--- config.mk ---
export PLATFORM = sky130hd
export DESIGN_NAME = lsb_queue
export DESIGN_NICKNAME = d
export VERILOG_FILES = /design/src/rtl/lsb_queue.sv
export SDC_FILE = /design/constraint.sdc
export NUM_CORES = 2
export LEC_CHECK = 0
export CORE_ASPECT_RATIO = 0.7
export CORE_MARGIN = 2
export CORE_UTILIZATION = 35
export DETAILED_ROUTE_END_ITERATION = 10
export HOLD_SLACK_MARGIN = 0.06
export MAX_ROUTING_LAYER = met4
export PLACE_DENSITY_LB_ADDON = 0.2
export SYNTH_ARGS = -nofsm -noshare
export SYNTH_HDL_FRONTEND = slang
export SYNTH_SLANG_ARGS = --single-unit
--- constraint.sdc ---
create_clock -name clk -period 26.4 [get_ports clk]
set_input_delay 3.96 -clock clk [delete_from_list [all_inputs] [get_ports clk]]
set_output_delay 3.96 -clock clk [all_outputs]
set_load 0.01 [all_outputs]
--- src/rtl/lsb_queue.sv ---
// lsb_queue: parametrised in-order load/store queue.
// Circular buffer of LSB_DEPTH memory ops that snoops NUM_CDB result buses,
// issues head-only memory accesses and returns load data on the res_* port.
// Build option: define LSB_STALL_CNT_EN to add the perf_stall_cnt output.
module lsb_queue #(
    parameter int LSB_DEPTH = 16,
    parameter int TAG_W     = 5,
    parameter int DATA_W    = 32,
    parameter int NUM_CDB   = 2
) (
    input  logic                      clk,
    input  logic                      rst,
    input  logic                      rdy,
    input  logic                      issue_valid,
    input  logic [TAG_W-1:0]          issue_dest,
    input  logic                      issue_is_store,
    input  logic [2:0]                issue_funct3,
    input  logic [TAG_W-1:0]          issue_rs1_tag,
    input  logic [DATA_W-1:0]         issue_rs1_data,
    input  logic [TAG_W-1:0]          issue_rs2_tag,
    input  logic [DATA_W-1:0]         issue_rs2_data,
    input  logic [DATA_W-1:0]         issue_imm,
    output logic                      lsb_full,
    input  logic [NUM_CDB-1:0]        cdb_valid,
    input  logic [NUM_CDB*TAG_W-1:0]  cdb_tag,
    input  logic [NUM_CDB*DATA_W-1:0] cdb_data,
    input  logic                      rob_commit,
    input  logic [TAG_W-1:0]          rob_commit_tag,
    input  logic [TAG_W-1:0]          rob_head_tag,
    input  logic                      flush,
    output logic                      mem_req,
    output logic                      mem_we,
    output logic [DATA_W-1:0]         mem_addr,
    output logic [DATA_W-1:0]         mem_wdata,
    output logic [1:0]                mem_size,
    input  logic                      mem_ack,
    input  logic [DATA_W-1:0]         mem_rdata,
`ifdef LSB_STALL_CNT_EN
    output logic [31:0]               perf_stall_cnt,
`endif
    output logic                      res_valid,
    output logic [TAG_W-1:0]          res_tag,
    output logic [DATA_W-1:0]         res_data
);
    localparam int PTR_W = $clog2(LSB_DEPTH);
    localparam int CNT_W = PTR_W + 1;

    typedef enum logic {IDLE, WAIT} state_t;

    // Returns {hit, data} for the first valid CDB channel carrying a non-zero tag.
    function automatic logic [DATA_W:0] cdb_lookup(
        input logic [TAG_W-1:0]          tag,
        input logic [NUM_CDB-1:0]        v,
        input logic [NUM_CDB*TAG_W-1:0]  t,
        input logic [NUM_CDB*DATA_W-1:0] d
    );
        logic [DATA_W:0] r;
        r = '0;
        for (int c = 0; c < NUM_CDB; c++) begin
            if (!r[DATA_W] && v[c] && (tag != '0) && (t[c*TAG_W +: TAG_W] == tag))
                r = {1'b1, d[c*DATA_W +: DATA_W]};
        end
        return r;
    endfunction

    // Queue control
    logic [PTR_W-1:0]     head_reg, tail_reg;
    logic [CNT_W-1:0]     count_reg;
    logic [LSB_DEPTH-1:0] busy_reg;

    // Entry payload (qualified by busy_reg, so no reset needed)
    logic [LSB_DEPTH-1:0] store_reg, commit_reg, notify_reg;
    logic [2:0]           funct3_reg   [LSB_DEPTH];
    logic [TAG_W-1:0]     dest_reg     [LSB_DEPTH];
    logic [TAG_W-1:0]     rs1_tag_reg  [LSB_DEPTH];
    logic [TAG_W-1:0]     rs2_tag_reg  [LSB_DEPTH];
    logic [DATA_W-1:0]    rs1_data_reg [LSB_DEPTH];
    logic [DATA_W-1:0]    rs2_data_reg [LSB_DEPTH];
    logic [DATA_W-1:0]    imm_reg      [LSB_DEPTH];

    // In-flight access bookkeeping
    state_t               state_reg, state_next;
    logic                 drop_reg;
    logic                 cur_store_reg;
    logic [2:0]           cur_funct3_reg;
    logic [TAG_W-1:0]     cur_dest_reg;

    logic [DATA_W:0]      wake1 [LSB_DEPTH];
    logic [DATA_W:0]      wake2 [LSB_DEPTH];
    logic [PTR_W-1:0]     offs  [LSB_DEPTH];
    logic [LSB_DEPTH-1:0] keep, commit_hit;
    logic [DATA_W:0]      iss1, iss2;
    logic [CNT_W-1:0]     ncommit;
    logic                 notify_found, notify_fire;
    logic [PTR_W-1:0]     notify_idx;
    logic [DATA_W-1:0]    head_addr, head_wdata, load_ext;
    logic                 head_elig, launch, pop, drop, issue_acc;

    assign lsb_full = (count_reg == CNT_W'(LSB_DEPTH));

    // Per-entry wake-up matches, commit matches and flush survivors
    for (genvar gi = 0; gi < LSB_DEPTH; gi++) begin : g_entry
        assign wake1[gi]      = cdb_lookup(rs1_tag_reg[gi], cdb_valid, cdb_tag, cdb_data);
        assign wake2[gi]      = cdb_lookup(rs2_tag_reg[gi], cdb_valid, cdb_tag, cdb_data);
        assign commit_hit[gi] = rob_commit && !flush && busy_reg[gi] && store_reg[gi]
                                && (dest_reg[gi] == rob_commit_tag);
        assign offs[gi]       = PTR_W'(gi) - head_reg;
        assign keep[gi]       = busy_reg[gi] && ({1'b0, offs[gi]} < ncommit);
    end

    assign iss1 = cdb_lookup(issue_rs1_tag, cdb_valid, cdb_tag, cdb_data);
    assign iss2 = cdb_lookup(issue_rs2_tag, cdb_valid, cdb_tag, cdb_data);

    // Scan from head: committed-store prefix length and oldest store awaiting notify
    always_comb begin
        logic [PTR_W-1:0] idx;
        logic             run;
        idx          = '0;
        run          = 1'b1;
        ncommit      = '0;
        notify_found = 1'b0;
        notify_idx   = '0;
        for (int i = 0; i < LSB_DEPTH; i++) begin
            idx = head_reg + PTR_W'(i);
            if (run && busy_reg[idx] && store_reg[idx] && commit_reg[idx])
                ncommit = ncommit + CNT_W'(1);
            else
                run = 1'b0;
            if (!notify_found && busy_reg[idx] && store_reg[idx] && !notify_reg[idx]
                && (rs1_tag_reg[idx] == '0) && (rs2_tag_reg[idx] == '0)) begin
                notify_found = 1'b1;
                notify_idx   = idx;
            end
        end
    end

    // Head address, store data alignment, eligibility and load extension
    always_comb begin
        head_addr  = rs1_data_reg[head_reg] + imm_reg[head_reg];
        head_wdata = rs2_data_reg[head_reg];
        case (funct3_reg[head_reg][1:0])
            2'b00:   head_wdata = {{(DATA_W-8){1'b0}},  rs2_data_reg[head_reg][7:0]};
            2'b01:   head_wdata = {{(DATA_W-16){1'b0}}, rs2_data_reg[head_reg][15:0]};
            default: head_wdata = rs2_data_reg[head_reg];
        endcase
        head_elig = busy_reg[head_reg] && (rs1_tag_reg[head_reg] == '0)
                    && (store_reg[head_reg]
                        ? ((rs2_tag_reg[head_reg] == '0) && commit_reg[head_reg])
                        : ((head_addr[17:16] != 2'b11) || (dest_reg[head_reg] == rob_head_tag)));
        case (cur_funct3_reg)
            3'b000:  load_ext = {{(DATA_W-8){mem_rdata[7]}},   mem_rdata[7:0]};
            3'b001:  load_ext = {{(DATA_W-16){mem_rdata[15]}}, mem_rdata[15:0]};
            3'b100:  load_ext = {{(DATA_W-8){1'b0}},  mem_rdata[7:0]};
            3'b101:  load_ext = {{(DATA_W-16){1'b0}}, mem_rdata[15:0]};
            default: load_ext = mem_rdata;
        endcase
    end

    // FSM next state: launch from IDLE, complete (pop or drop) on ack in WAIT
    always_comb begin
        state_next = state_reg;
        launch     = 1'b0;
        pop        = 1'b0;
        drop       = 1'b0;
        if (rdy) begin
            case (state_reg)
                IDLE: if (head_elig && !flush) begin
                    launch     = 1'b1;
                    state_next = WAIT;
                end
                WAIT: if (mem_ack) begin
                    drop       = drop_reg || (flush && !cur_store_reg);
                    pop        = !drop;
                    state_next = IDLE;
                end
                default: state_next = IDLE;
            endcase
        end
    end

    assign issue_acc   = rdy && issue_valid && !flush && (!lsb_full || pop);
    assign notify_fire = rdy && !flush && notify_found && !(pop && !cur_store_reg);

    // FSM state register
    always_ff @(posedge clk or negedge rst) begin
        if (!rst) state_reg <= IDLE;
        else      state_reg <= state_next;
    end

    // Pointers, occupancy and busy bits; flush keeps only the committed prefix
    always_ff @(posedge clk or negedge rst) begin
        if (!rst) begin
            head_reg  <= '0;
            tail_reg  <= '0;
            count_reg <= '0;
            busy_reg  <= '0;
        end else if (rdy) begin
            if (flush) begin
                busy_reg <= keep;
                if (pop) busy_reg[head_reg] <= 1'b0;
                head_reg  <= head_reg + PTR_W'(pop);
                tail_reg  <= head_reg + ncommit[PTR_W-1:0];
                count_reg <= ncommit - CNT_W'(pop);
            end else begin
                if (pop) begin
                    busy_reg[head_reg] <= 1'b0;
                    head_reg           <= head_reg + PTR_W'(1);
                end
                if (issue_acc) begin
                    busy_reg[tail_reg] <= 1'b1;
                    tail_reg           <= tail_reg + PTR_W'(1);
                end
                count_reg <= count_reg + CNT_W'(issue_acc) - CNT_W'(pop);
            end
        end
    end

    // Entry payload: wake-ups, commit marks, notify marks, then issue write (wins)
    always_ff @(posedge clk) begin
        if (rdy) begin
            for (int i = 0; i < LSB_DEPTH; i++) begin
                if (busy_reg[i] && wake1[i][DATA_W]) begin
                    rs1_tag_reg[i]  <= '0;
                    rs1_data_reg[i] <= wake1[i][DATA_W-1:0];
                end
                if (busy_reg[i] && wake2[i][DATA_W]) begin
                    rs2_tag_reg[i]  <= '0;
                    rs2_data_reg[i] <= wake2[i][DATA_W-1:0];
                end
                if (commit_hit[i]) commit_reg[i] <= 1'b1;
            end
            if (notify_fire) notify_reg[notify_idx] <= 1'b1;
            if (issue_acc) begin
                store_reg[tail_reg]    <= issue_is_store;
                commit_reg[tail_reg]   <= 1'b0;
                notify_reg[tail_reg]   <= 1'b0;
                funct3_reg[tail_reg]   <= issue_funct3;
                dest_reg[tail_reg]     <= issue_dest;
                imm_reg[tail_reg]      <= issue_imm;
                rs1_tag_reg[tail_reg]  <= iss1[DATA_W] ? '0 : issue_rs1_tag;
                rs1_data_reg[tail_reg] <= iss1[DATA_W] ? iss1[DATA_W-1:0] : issue_rs1_data;
                rs2_tag_reg[tail_reg]  <= iss2[DATA_W] ? '0 : issue_rs2_tag;
                rs2_data_reg[tail_reg] <= iss2[DATA_W] ? iss2[DATA_W-1:0] : issue_rs2_data;
            end
        end
    end

    // Registered memory request, in-flight bookkeeping and result broadcast
    always_ff @(posedge clk or negedge rst) begin
        if (!rst) begin
            mem_req        <= 1'b0;
            mem_we         <= 1'b0;
            mem_addr       <= '0;
            mem_wdata      <= '0;
            mem_size       <= '0;
            drop_reg       <= 1'b0;
            cur_store_reg  <= 1'b0;
            cur_funct3_reg <= '0;
            cur_dest_reg   <= '0;
            res_valid      <= 1'b0;
            res_tag        <= '0;
            res_data       <= '0;
        end else if (rdy) begin
            if (launch) begin
                mem_req        <= 1'b1;
                mem_we         <= store_reg[head_reg];
                mem_addr       <= head_addr;
                mem_wdata      <= head_wdata;
                mem_size       <= funct3_reg[head_reg][1:0];
                cur_store_reg  <= store_reg[head_reg];
                cur_funct3_reg <= funct3_reg[head_reg];
                cur_dest_reg   <= dest_reg[head_reg];
                drop_reg       <= 1'b0;
            end else if (state_reg == WAIT && mem_ack) begin
                mem_req  <= 1'b0;
                drop_reg <= 1'b0;
            end else if (state_reg == WAIT && flush && !cur_store_reg) begin
                drop_reg <= 1'b1;
            end
            res_valid <= 1'b0;
            res_tag   <= '0;
            res_data  <= '0;
            if (pop && !cur_store_reg) begin
                res_valid <= 1'b1;
                res_tag   <= cur_dest_reg;
                res_data  <= load_ext;
            end else if (notify_fire) begin
                res_valid <= 1'b1;
                res_tag   <= dest_reg[notify_idx];
            end
        end
    end

`ifdef LSB_STALL_CNT_EN
    // Count rdy cycles where work is queued but the head cannot launch
    always_ff @(posedge clk or negedge rst) begin
        if (!rst)
            perf_stall_cnt <= '0;
        else if (rdy && (count_reg != '0) && (state_reg == IDLE) && !head_elig)
            perf_stall_cnt <= perf_stall_cnt + 32'd1;
    end
`endif

endmodule

==> results.json <==
{
  "clk_pin_slew_ns": 0.07,
  "synth_edf_count": 1872,
  "vdd_drop_max_v": 0.0000627,
  "die_y_um": 481,
  "core-area_sq_mm": 0.322,
  "p_int_mw": 7.21,
  "antenna_found_initial": 57,
  "cp_num_buf_inv": 7,
  "rsz0062_at_grt": "no",
  "hold_buffers": 0,
  "final_hold_viol_count": 0,
  "cts_root_buf": "clkbuf_16",
  "endpoint_kind": "flip-flop",
  "vias": 92900,
  "synth.area.top_cells": "edfxtp_1 (49%), mux4_2 (12%), a21oi_1 (4.5%)",
  "grt_max_degree": 96,
  "p_switching_mw": 4.39,
  "ys.flop_type": "edfxtp_1",
  "wl_met3_um": 75400,
  "critPathTopFamily": "adder cells",
  "tns_ns": 0,
  "p_leak_nw": 41.7,
  "power_density_mw_per_mm2": 90.4,
  "syn_to_final_growth_pct": 12.9,
  "power_frac_comb_pct": 39.8,
  "grtUsageTotal_pct": 31.9,
  "netlist_area_sq_mm": 0.114,
  "critPathLaunchType": "flip-flop",
  "htreeDepth": 4,
  "cts-resized-gates": 0,
  "status": "finished, final reports clean",
  "syn_inst": 9520,
  "met1_length_um": 214000,
  "clockBufferDepth": 4,
  "grt_pass1_wl_um": 720000,
  "hold_path.class": "reg -> reg",
  "p_total_mw": 11.6,
  "yosysTopAreaCellShare_pct": 49.5,
  "synthArstFlopShare_pct": 7.10,
  "dp_hpwl_um": 313000,
  "ant_nets": 0,
  "route.detailed.drc": 0,
  "setup_viol": 0,
  "cts_buffers": 216,
  "finish.net_count": 9618,
  "wirelength_um": 527000,
  "worst_pin_slew_ns": 1.45,
  "cts_tree": "yes",
  "layout_common_cells": "edfxtp_1 (1872), a21oi_1 (1022), nor2_1 (900)",
  "syn_nets": 9869,
  "viasPerCell": 6.73,
  "period_share_pct": 60.3,
  "power_frac_clock_pct": 27.5,
  "fillers": 30200,
  "avgSynthCellArea_sq_um": 11.9,
  "fin_worst_skew_ns": 0.101,
  "yosysWarningCount": 0,
  "seqPwrFrac_pct": 32.6,
  "final_common_cell": "edfxtp_1",
  "routabilityCongestion": 0.993,
  "worstPathMaxFanout": 47,
  "portBuffers": 346,
  "max_stage_delay_ns": 0.88,
  "synthDistinctLibCells": 118,
  "synth_seq_cells": 2015,
  "drv_slew": 0,
  "grt.overflow.total": 0,
  "critPathKind": "reg -> reg",
  "drive_gt1_share_pct": 16.3,
  "ioPinCount": 347,
  "routedWlPerCell_um": 38.2,
  "cp_data_required_time_ns": 27.16,
  "dieArea_sq_mm": 0.329,
  "highest_layer": "met4",
  "die_w_um": 685,
  "fmax_mhz": 62.8,
  "synth_top_cell_by_area": "edfxtp_1",
  "rows": 174,
  "crit_path_top_delay_cell": "nor4b_1",
  "clkSinkCount": 2015,
  "max-slew-margin-rel_pct": 3.27,
  "fin_crit_ns": 15.92,
  "p_sw_share_pct": 37.8,
  "drtIter0Drc": 16400,
  "initial_core_util_pct": 35.3,
  "wl_met2_um": 213000,
  "first_pass_iters": 9,
  "post_cts.repair.setup_buffers": 0,
  "path_common_cell": "ha_1",
  "grt_pass1_vias": 86800,
  "drv_cap": 0,
  "arrival_ns": 16.67,
  "clk_latency_ns": 0.97,
  "yosysSeqAreaShare_pct": 52.6
}
[layout make-up]
type | count | area, sq um | area share (%)
repair buffers | 669 | 5700 | 4.45
flip-flops and latches | 2015 | 59800 | 46.6
clock inverters | 123 | 1350 | 1.05
well taps | 4312 | 5400 | 4.21
diodes | 40 | 100 | 0.0780
clock buffers | 272 | 5710 | 4.45
multi-input cells | 6273 | 49700 | 38.8
inverters | 94 | 445 | 0.347
[cells in the mapped netlist, types with 45 or more instances]
master and count:
nor2b_1 45, clkbuf_1 923, o21ai_0 170, o21ai_1 46, a211oi_1 115, xnor2_1 223
buf_1 114, nor2_1 931, dfrtp_1 143, mux4_2 594, mux2i_1 150, mux2_2 56
ha_1 106, nor4_1 90, xor2_1 228, nand4_1 65, a22oi_1 356, nor3_1 116
a31oi_1 175, nand3_1 277, edfxtp_1 1872, a22o_1 52, inv_1 75, a21oi_1 1024
nand2_1 477, a221oi_1 418, and3_1 83
[metrics by stage]
step                instance area [sq um]  hold WS [ns]  utilization, %  std cells  setup WS, ns
floorplan                          114000         0.473               -       9520         11.27
global placement                   121000         0.466            37.6      13400         10.59
detailed placement                 121000         0.469            37.6      13400         10.79
CTS                                128000         0.483            39.8      13800         10.73
global route                       128000         0.500            39.8      13800          9.54
finish                             128000         0.479            39.8      13800         10.48
[worst reg2reg max path: cells and delay by family (launching register included)]
| family | cells | cell delay (ns) |
|---|---|---|
| buffers and inverters | 7 | 2.21 |
| and+or+nand+nor | 10 | 1.73 |
| adders and majority gates | 15 | 4.67 |
| muxes | 7 | 2.72 |
| DFF | 1 | 0.85 |
| xor gates and xnor gates | 1 | 0.30 |
| AOI/OAI and AO/OA | 16 | 3.26 |
[final timing paths]
path                       cells past startpoint                  endpoint                startpoint  slack [ns]
max in group asynchronous                      3  mem_addr[20]$_DFFE_PN0P_                       rst       21.70
min                                            2  mem_addr[27]$_DFFE_PN0P_  mem_addr[27]$_DFFE_PN0P_        0.48
max reg2reg                                   56   busy_reg[9]$_DFFE_PN0P_   head_reg[1]$_DFFE_PN0P_       10.48
max                                           56   busy_reg[9]$_DFFE_PN0P_   head_reg[1]$_DFFE_PN0P_       10.48
min in group asynchronous                      1  mem_wdata[9]$_DFFE_PN0P_                       rst        3.02
min reg2reg                                    2  mem_addr[27]$_DFFE_PN0P_  mem_addr[27]$_DFFE_PN0P_        0.48
[cell families after synthesis]
| family | count (synthesis) | share of synthesized area (%) |
|---|---|---|
| and+or+nand+nor | 2296 | 9.30 |
| muxes | 802 | 13.7 |
| buffers and inverters | 1232 | 4.36 |
| AOI/OAI and AO/OA | 2603 | 15.1 |
| adders and majority gates | 109 | 1.22 |
| DFF | 2015 | 52.6 |
| xor gates and xnor gates | 463 | 3.71 |
[routing by layer]
layer	global-route usage, %	vias to the layer above
li1	-	36700
met1	44.2	47000
met2	42.8	7815
met3	10.5	1370
met4	12.9	0
met5	-	-
[power groups by stage]
stage / Sequential, mW / Clock, mW / Combinational (mW)
detailed placement: 3.85 / 0 / 4.54
finish: 3.79 / 3.19 / 4.62
floorplan: 3.78 / 0 / 2.90
global placement: 3.84 / 0 / 4.52
CTS: 3.78 / 3.21 / 4.55
global route: 3.80 / 3.32 / 4.85
Power figures use the tool's default switching activity.
